File: config.mk
export PLATFORM = sky130hd
export DESIGN_NAME = mem_port_arbiter
export DESIGN_NICKNAME = d
export VERILOG_FILES = /design/src/rtl/mem_port_arbiter.sv
export SDC_FILE = /design/constraint.sdc
export NUM_CORES = 1
export LEC_CHECK = 0
export BUFFER_PORTS_ARGS = -buffer_cell sky130_fd_sc_hd__buf_2
export CELL_PAD_IN_SITES_DETAIL_PLACEMENT = 2
export CELL_PAD_IN_SITES_GLOBAL_PLACEMENT = 2
export CORE_MARGIN = 5
export CORE_UTILIZATION = 27
export CTS_CLUSTER_SIZE = 16
export DETAILED_ROUTE_END_ITERATION = 6
export PLACE_DENSITY = 0.84
export SLEW_MARGIN = 20
export SYNTH_ARGS = -nofsm -noshare
export SYNTH_HDL_FRONTEND = slang
export SYNTH_SLANG_ARGS = --single-unit
File: constraint.sdc
create_clock -name i_clk -period 1.8 [get_ports i_clk]
set_clock_uncertainty 0.1 [all_clocks]
set_input_delay 0.18 -clock i_clk [delete_from_list [all_inputs] [get_ports i_clk]]
set_output_delay 0.18 -clock i_clk [all_outputs]
set_load 0.02 [all_outputs]
File: src/rtl/mem_port_arbiter.sv
// Shares one external memory port between instruction fetch and data access. Each access takes at least 2 cycles (grant, then ack).
// Stalls the pipeline until ack. Optional bus timeout: MEM_BUS_TIMEOUT_EN.
module mem_port_arbiter #(
  parameter int STARVE_LIMIT   = 4,
  parameter int TIMEOUT_CYCLES = 16
) (
  input  logic        i_clk,
  input  logic        i_rst_n,
  input  logic        i_if_req,
  input  logic [31:0] i_if_addr,
  output logic        o_if_rvld,
  output logic [31:0] o_if_rdata,
  input  logic        i_memctrl_vld,
  input  logic        i_memctrl_wr,
  input  logic        i_memctrl_sign,
  input  logic [1:0]  i_memctrl_size,
  input  logic [31:0] i_memctrl_addr,
  input  logic [31:0] i_memctrl_wdata,
  output logic        o_mem_stall,
  output logic        o_mem_rvld,
  output logic [31:0] o_mem_rdata,
  output logic        o_bus_req,
  output logic        o_bus_wr,
  output logic [31:0] o_bus_addr,
  output logic [3:0]  o_bus_be,
  output logic [31:0] o_bus_wdata,
  input  logic        i_bus_ack,
  input  logic [31:0] i_bus_rdata,
  output logic        o_bus_err
);

  if (STARVE_LIMIT < 1 || STARVE_LIMIT > 15) begin : g_bad_starve
    $error("STARVE_LIMIT must be in 1..15");
  end
  if (TIMEOUT_CYCLES < 1) begin : g_bad_timeout
    $error("TIMEOUT_CYCLES must be at least 1");
  end

  typedef enum logic [1:0] {IDLE, IF_XFER, D_XFER} state_t;

  localparam logic [3:0]  STARVE_MAX = 4'(STARVE_LIMIT);
  localparam logic [31:0] WORD_MASK  = 32'hFFFF_FFFC;

  state_t      state;
  logic [3:0]  starve_cnt;
  logic        d_sign;
  logic [1:0]  d_size;
  logic [1:0]  d_lane;
  logic        tmo;
  logic        done;
  logic        grant_d;
  logic        grant_f;
  logic [3:0]  d_be;
  logic [31:0] d_wdata;
  logic [31:0] rd;
  logic [31:0] rot;
  logic [15:0] half;

`ifdef MEM_BUS_TIMEOUT_EN
  localparam int TCW = $clog2(TIMEOUT_CYCLES + 1);
  localparam logic [TCW-1:0] TMO_MAX = TCW'(TIMEOUT_CYCLES);
  logic [TCW-1:0] tmo_cnt;

  // Counts XFER cycles that ended without ack; held at zero while idle.
  always_ff @(posedge i_clk or negedge i_rst_n) begin
    if (!i_rst_n) begin
      tmo_cnt <= '0;
    end else if (state == IDLE) begin
      tmo_cnt <= '0;
    end else if (!i_bus_ack) begin
      tmo_cnt <= tmo_cnt + TCW'(1);
    end
  end

  assign tmo = (state != IDLE) & ~i_bus_ack & (tmo_cnt == TMO_MAX);
`else
  assign tmo = 1'b0;
`endif

  assign done      = (state != IDLE) & (i_bus_ack | tmo);
  assign o_bus_err = tmo;

  // Data wins unless fetch has been passed over STARVE_LIMIT times in a row.
  assign grant_d = i_memctrl_vld & (~i_if_req | (starve_cnt < STARVE_MAX));
  assign grant_f = i_if_req & ~grant_d;

  always_comb begin
    d_be    = 4'b1111;
    d_wdata = i_memctrl_wdata;
    case (i_memctrl_size)
      2'b00: begin
        d_be    = 4'b0001 << i_memctrl_addr[1:0];
        d_wdata = {4{i_memctrl_wdata[7:0]}};
      end
      2'b01: begin
        d_be    = 4'b0011 << {i_memctrl_addr[1], 1'b0};
        d_wdata = {2{i_memctrl_wdata[15:0]}};
      end
      default: begin
        d_be    = 4'b1111;
        d_wdata = i_memctrl_wdata;
      end
    endcase
  end

  assign rd = tmo ? 32'h0 : i_bus_rdata;

  always_comb begin
    case (d_lane)
      2'd1:    rot = {rd[7:0],  rd[31:8]};
      2'd2:    rot = {rd[15:0], rd[31:16]};
      2'd3:    rot = {rd[23:0], rd[31:24]};
      default: rot = rd;
    endcase
  end

  assign half = d_lane[1] ? rd[31:16] : rd[15:0];

  always_comb begin
    case (d_size)
      2'b00:   o_mem_rdata = {{24{d_sign & rot[7]}}, rot[7:0]};
      2'b01:   o_mem_rdata = {{16{d_sign & half[15]}}, half};
      default: o_mem_rdata = rot;
    endcase
  end

  assign o_if_rdata  = rd;
  assign o_if_rvld   = (state == IF_XFER) & done;
  assign o_mem_rvld  = (state == D_XFER) & done;
  assign o_mem_stall = i_memctrl_vld & ~((state == D_XFER) & done);

  always_ff @(posedge i_clk or negedge i_rst_n) begin
    if (!i_rst_n) begin
      state       <= IDLE;
      starve_cnt  <= 4'd0;
      o_bus_req   <= 1'b0;
      o_bus_wr    <= 1'b0;
      o_bus_addr  <= 32'h0;
      o_bus_be    <= 4'h0;
      o_bus_wdata <= 32'h0;
      d_sign      <= 1'b0;
      d_size      <= 2'b00;
      d_lane      <= 2'b00;
    end else begin
      case (state)
        IDLE: begin
          if (grant_d) begin
            state       <= D_XFER;
            o_bus_req   <= 1'b1;
            o_bus_wr    <= i_memctrl_wr;
            o_bus_addr  <= i_memctrl_addr & WORD_MASK;
            o_bus_be    <= d_be;
            o_bus_wdata <= d_wdata;
            d_sign      <= i_memctrl_sign;
            d_size      <= i_memctrl_size;
            d_lane      <= i_memctrl_addr[1:0];
            if (i_if_req) starve_cnt <= starve_cnt + 4'd1;
          end else if (grant_f) begin
            state       <= IF_XFER;
            o_bus_req   <= 1'b1;
            o_bus_wr    <= 1'b0;
            o_bus_addr  <= i_if_addr & WORD_MASK;
            o_bus_be    <= 4'b1111;
            o_bus_wdata <= 32'h0;
            starve_cnt  <= 4'd0;
          end
        end
        default: begin
          // No chaining: always pass through IDLE before the next grant.
          if (i_bus_ack | tmo) begin
            state     <= IDLE;
            o_bus_req <= 1'b0;
          end
        end
      endcase
    end
  end

endmodule

==> Word level (Yosys, flattened, before mapping) <==
Index checks and enable logic that the tools add are counted.
W data, S select, Z words.
{ "word_totals": {"register_bits": 81, "output_inout_bits": 138, "inputBits": 137} }
{ "classes": {"n_addsub": 1, "eq_ne": 9, "mux": 24, "n_shift": 2, "order_cmp": 1, "n_bitwise": 12, "n_reduce_logical": 10} }
{ "op_table": {"columns": ["cell", "n"], "rows": [
  ["$mux W32", 4],
  ["$pmux W32 S2", 2],
  ["$pmux W32 S3", 1],
  ["$mux W4", 5],
  ["$mux W16", 1],
  ["$and A1 B1 Y1", 8],
  ["$eq A2 B1 Y1 const B", 4],
  ["$mux W2", 4],
  ["$pmux W4 S2", 1],
  ["$eq A2 B2 Y1 const B", 3],
  ["$logic_not A2 Y1", 3],
  ["$mux W1", 6],
  ["$reduce_and A2 Y1", 3],
  ["$reduce_bool A2 Y1", 3],
  ["$add A4 B1 Y4 const B", 1],
  ["$lt A4 B3 Y1 const B", 1],
  ["$shl A1 B2 Y4 const A", 1],
  ["$shl A2 B2 Y4 const A", 1],
  ["$ne A3 B3 Y1 const B", 1],
  ["$not A1 Y1", 3],
  ["$reduce_and A3 Y1", 1],
  ["$ne A2 B2 Y1 const B", 1],
  ["$or A1 B1 Y1", 1]
]} }

==> Depth between registers and ports, before layout <==
{ "depth": {"word_depth": 8, "depth_mapped": 7, "mapped_depth_nobuf": 4} }

==> Least setup slack after synthesis <==
Ideal clock, no wire load.
{ "synth_path": {"path_type": "register to output", "from": "reg d_lane[0]", "to": "out o_mem_rdata[12]", "stages_incl_launch_ff": 6, "arrival_ps": 1498, "setup_slack_ps": 22, "cell_sequence": "dfrtp_1 buf_6 buf_4 mux2_2 o22ai_1 a211oi_1"} }
{ "synth_between": {"elab_chain_cells": 4, "word_cells_on_any_way": 6, "classes_between": "eq/ne: 3; mux: 2; bitwise: 1"} }
{ "synth_lines": {"columns": ["item", "line", "source"], "rows": [
  ["start: declaration", "48", "logic [1:0] d_lane;"],
  ["start signal: assignment", "156", "d_lane <= i_memctrl_addr[1:0];"],
  ["$eq A2 B2 Y1 or $eq A2 B1 Y1 (tied branches)", "109", "case (d_lane)"],
  ["$pmux W32 S3 (*)", "109", null],
  ["$and A1 B1 Y1", "121", "2'b00: o_mem_rdata = {{24{d_sign & rot[7]}}, rot[7:0]};"],
  ["$pmux W32 S2 (*)", "120", "case (d_size)"],
  ["end: declaration", "21", "output logic [31:0] o_mem_rdata,"]
]} }
Mark *: on every way between the ends. The rest lies on a longest branch, timed or not.

==> Final worst setup path <==
{ "layout_path": {"from": "reg d_lane[0]", "to": "out o_mem_rdata[8]"} }
The elaborated chain is that of the path after synthesis.

==> PnR_summary.wiki <==
{| class="wikitable"
! Metric !! Value
|-
| Capturing instance or port of the critical path || o_mem_rdata[8]
|-
| Buf/Inv on CP || 2
|-
| RSZ-0062 raised after global routing || true
|-
| Number of vias in the routed layout || 5390
|-
| Critical register-to-register path startpoint || state[1]$_DFFE_PN0P_
|-
| Peak ir drop on the vdd network || 0.649 mV
|-
| Cell count of the worst reg-to-reg path || 3
|-
| Sort of element at the end of the critical path || primary output
|-
| Worst reg-to-reg setup slack || 0.10 ns
|-
| H-tree depth reported by CTS || 3
|-
| Floorplan die height || 151 µm
|-
| Pins over their slew limit || 0
|-
| Overall die width || 151 µm
|-
| Antenna diode instance count || 0
|-
| Max Cap Viol || 0
|-
| Placed Area || 6970 µm²
|-
| Final net count || 913
|-
| Final HPWL from detailed placement || 16.6 mm
|-
| Result of the run || complete, but fails checks
|-
| Post-route cell area || 7720 µm²
|-
| Element type at the critical path start || register
|-
| Maximum root-to-sink buffer count || 2
|-
| EDFF count, synth || 0
|-
| Count of nets left with antenna violations after detail routing || 0
|-
| Die area || 22800 µm²
|-
| Highest Clock Rate || 455 MHz
|-
| Max stage delay cell, worst path || sky130_fd_sc_hd__dfrtp_2
|-
| Dominant cells by area after synthesis || sky130_fd_sc_hd__dfrtp_1 37%, sky130_fd_sc_hd__mux2i_1 8.2%, sky130_fd_sc_hd__o221ai_2 7.0%, sky130_fd_sc_hd__buf_4 5.7%, sky130_fd_sc_hd__nand3_1 4.5%
|-
| Share of flip-flops with an asynchronous set or reset after synthesis || 1.00
|-
| Clock tree from TritonCTS || yes
|-
| Violations in the final reports || setup timing
|-
| Final setup violation count || 32
|-
| Number of detailed-routing iterations run before antenna repair || 4
|-
| Synth area leader || sky130_fd_sc_hd__dfrtp_1
|-
| Aggregate negative setup slack || -8.85 ns
|-
| Post-synthesis instance area || 5380 µm²
|-
| Count of buffers inserted at the top-level ports || 269
|-
| Clock buffer count from CTS || 9
|-
| Worst path cell trace || mux2_4 -> a32oi_4 -> buf_12 -> o211ai_1 -> buf_2
|-
| Number of I/O pins || 275
|-
| Smallest setup slack after layout || -0.396 ns
|-
| Kind of critical path || register to primary output
|-
| Crit share post-route || 1.22
|-
| Overall overflow remaining after global route || 0
|-
| Area of the core || 19500 µm²
|-
| Cell at the root of the clock tree || sky130_fd_sc_hd__clkbuf_16
|-
| Most common cell after layout, fill and taps aside || sky130_fd_sc_hd__buf_2
|-
| Number of antenna violations at the first check in global routing || 1
|-
| Power per Cell Area || 1820 nW/µm²
|-
| Most used DFF post-synth || sky130_fd_sc_hd__dfrtp_1
|-
| Worst relative slew slack || 0.507
|-
| Number of synthesized register bits || 79
|-
| Via/cell ratio || 5.16
|-
| Gp weighted congestion || 0.779
|-
| Number of endpoints with negative hold slack in the final report || 0
|-
| Initial detailed-routing violation count || 109
|-
| Crit-path max FO || 23
|-
| Number of cells on the critical path || 5
|-
| Final routed DRC violation total || 0
|-
| Tightest Pin Transition || 0.739 ns
|-
| Lkg Pwr || 3.68 nW
|-
| Wire length of the first global-routing pass || 34.5 mm
|-
| Share of the yosys chip area belonging to registers || 0.367
|-
| Effective utilization at floorplan || 0.276
|-
| Synth warnings || 0
|-
| Arrival time reported for the critical path endpoint || 1.92 ns
|-
| Vias in the first global route || 6100
|-
| Share of Yosys cell area claimed by the top area cell type || 0.367
|-
| Post-synthesis instance total || 516
|-
| Time the worst path needs with I/O delays and setup || 2.20 ns
|-
| Total number of placement rows || 51
|-
| Pin count of the biggest net entering global routing || 38
|-
| CP peak stage delay || 0.44 ns
|-
| Final routed wire length divided by cell count || 21.9 µm
|-
| Hold Crit Class || primary input to register
|-
| Delay-heaviest family, CP || flip-flops
|-
| Clock latency on the worst-skew pair || 0.34 ns
|-
| Library cells used by synthesis || 45
|-
| Commonest cells after routing, fill and taps aside || 262 x sky130_fd_sc_hd__buf_2, 76 x sky130_fd_sc_hd__dfrtp_1, 47 x sky130_fd_sc_hd__nand3_1
|-
| Num Clock Sinks || 79
|-
| Post-detailed-routing wire length || 22.9 mm
|-
| Synthesis-to-finish area growth || 43.4%
|-
| Clock-pin transition on the worst setup and hold timing paths || 0.06 ns
|-
| Fraction of final layout cells with drive strength greater than 1 || 0.518
|-
| Critical path data required time || 1.52 ns
|-
| Post-Synthesis Mean Instance Area || 10.4 µm²
|-
| Total Routing Usage GR || 0.192
|-
| CP startpoint || d_lane[0]$_DFFE_PN0P_
|-
| Capture point of the worst reg-to-reg path || d_lane[1]$_DFFE_PN0P_
|}
==> report_power, final <==
part	switching [W]	internal, W	total [W]
logic	0.00522	0.00385	0.00907
registers	0.000580	0.00260	0.00318
clock network	0.000821	0.000992	0.00181
==> cells in the mapped netlist, types with 2 or more instances <==
cell,number
sky130_fd_sc_hd__and2_1,5
sky130_fd_sc_hd__nand4_1,30
sky130_fd_sc_hd__buf_4,41
sky130_fd_sc_hd__mux4_2,8
sky130_fd_sc_hd__o22ai_1,2
sky130_fd_sc_hd__nor2b_1,21
sky130_fd_sc_hd__a22oi_1,3
sky130_fd_sc_hd__a22o_1,11
sky130_fd_sc_hd__o32a_1,4
sky130_fd_sc_hd__o22a_1,21
sky130_fd_sc_hd__nand3_1,48
sky130_fd_sc_hd__inv_1,33
sky130_fd_sc_hd__a211oi_1,2
sky130_fd_sc_hd__o2bb2ai_1,23
sky130_fd_sc_hd__and3_1,2
sky130_fd_sc_hd__nand2_1,6
sky130_fd_sc_hd__nor2_1,4
sky130_fd_sc_hd__buf_6,6
sky130_fd_sc_hd__mux2_2,17
sky130_fd_sc_hd__o221ai_1,5
sky130_fd_sc_hd__mux2i_1,44
sky130_fd_sc_hd__nand2b_1,2
sky130_fd_sc_hd__dfrtp_1,79
sky130_fd_sc_hd__buf_2,18
sky130_fd_sc_hd__o21ai_0,4
sky130_fd_sc_hd__o211ai_1,13
sky130_fd_sc_hd__o221ai_2,25
sky130_fd_sc_hd__clkbuf_1,22
==> cells by family (layout without fill, tap and decap cells) <==
kind of cell               count (synthesis)  after routing  synth area share
DFF                                       79             79             0.367
AOI/OAI and AO/OA                        118            118             0.214
other                                      1              3          0.000697
adders and majority gates                  1              1           0.00233
muxes                                     70             70             0.154
and+or+nand+nor                          127            127             0.137
buffers and inverters                    120            382             0.125
==> metal layers <==
layer  GRT usage  routed length (µm)  share of wire
met5           0                  13        0.00057
met4      0.0553                 531          0.023
met3      0.0577                2050          0.090
met2       0.349               11600           0.50
met1       0.216                8750           0.38
==> how the worst min path moves through the flow <==
stage / from / end / slack (ns) / depth (start not counted)
floorplan: i_rst_n / d_lane[0]$_DFFE_PN0P_ / -0.22 / 0
global placement: i_rst_n / o_bus_wdata[29]$_DFFE_PN0P_ / 0.05 / 1
detailed placement: i_rst_n / o_bus_wdata[29]$_DFFE_PN0P_ / 0.06 / 1
CTS: i_memctrl_addr[23] / o_bus_addr[23]$_DFFE_PN0P_ / 0.0004 / 3
global route: i_memctrl_addr[24] / o_bus_addr[24]$_DFFE_PN0P_ / 0.006 / 3
finish: i_memctrl_wdata[25] / o_bus_wdata[25]$_DFFE_PN0P_ / 0.007 / 3
==> registers in the layout (all words and copies together), names as in the netlist, 2 cells and up <==
name,cells
o_bus_wdata,32
o_bus_addr,30
state,2
d_lane,2
o_bus_be,4
d_size,2
starve_cnt,4
==> through the flow <==
stage               setup WS [ns]  total power [W]   util  hold WS [ns]  cells
CTS                        -0.382           0.0138  0.389      0.000365   1044
floorplan                  0.0225          0.00848      -        -0.216    518
global placement           0.0200           0.0112  0.357        0.0541   1005
global route               -0.456           0.0149  0.395       0.00633   1045
finish                     -0.396           0.0141  0.395       0.00738   1045
detailed placement        -0.0618           0.0115  0.357        0.0637   1005
==> cell type report <==
type	instances	area, µm²
Clock inverter	6	52.6
Fill cell	2156	11800
Inverter	33	124
Clock buffer	10	239
Tap cell	265	332
Timing Repair Buffer	333	2130
Sequential cell	79	1980
Multi-Input combinational cell	319	2860
==> what timing repair did <==
action                     4_1_cts  5_1_grt
hold endpoints to repair        50        0
setup buffers                    3        1
pin swaps                        3        0
cloned                           1        1
hold buffers                    19        0
setup endpoints to repair       32       33
resized for setup               24       24
==> worst reg2reg max path: stages, from the launching register on <==
cell	delay, ns
sky130_fd_sc_hd__dfrtp_1	0.47
sky130_fd_sc_hd__nor3b_4	0.26
sky130_fd_sc_hd__and2_1	0.35
sky130_fd_sc_hd__mux2_2	0.40
Note: power is estimated with default switching activity, not from simulation.
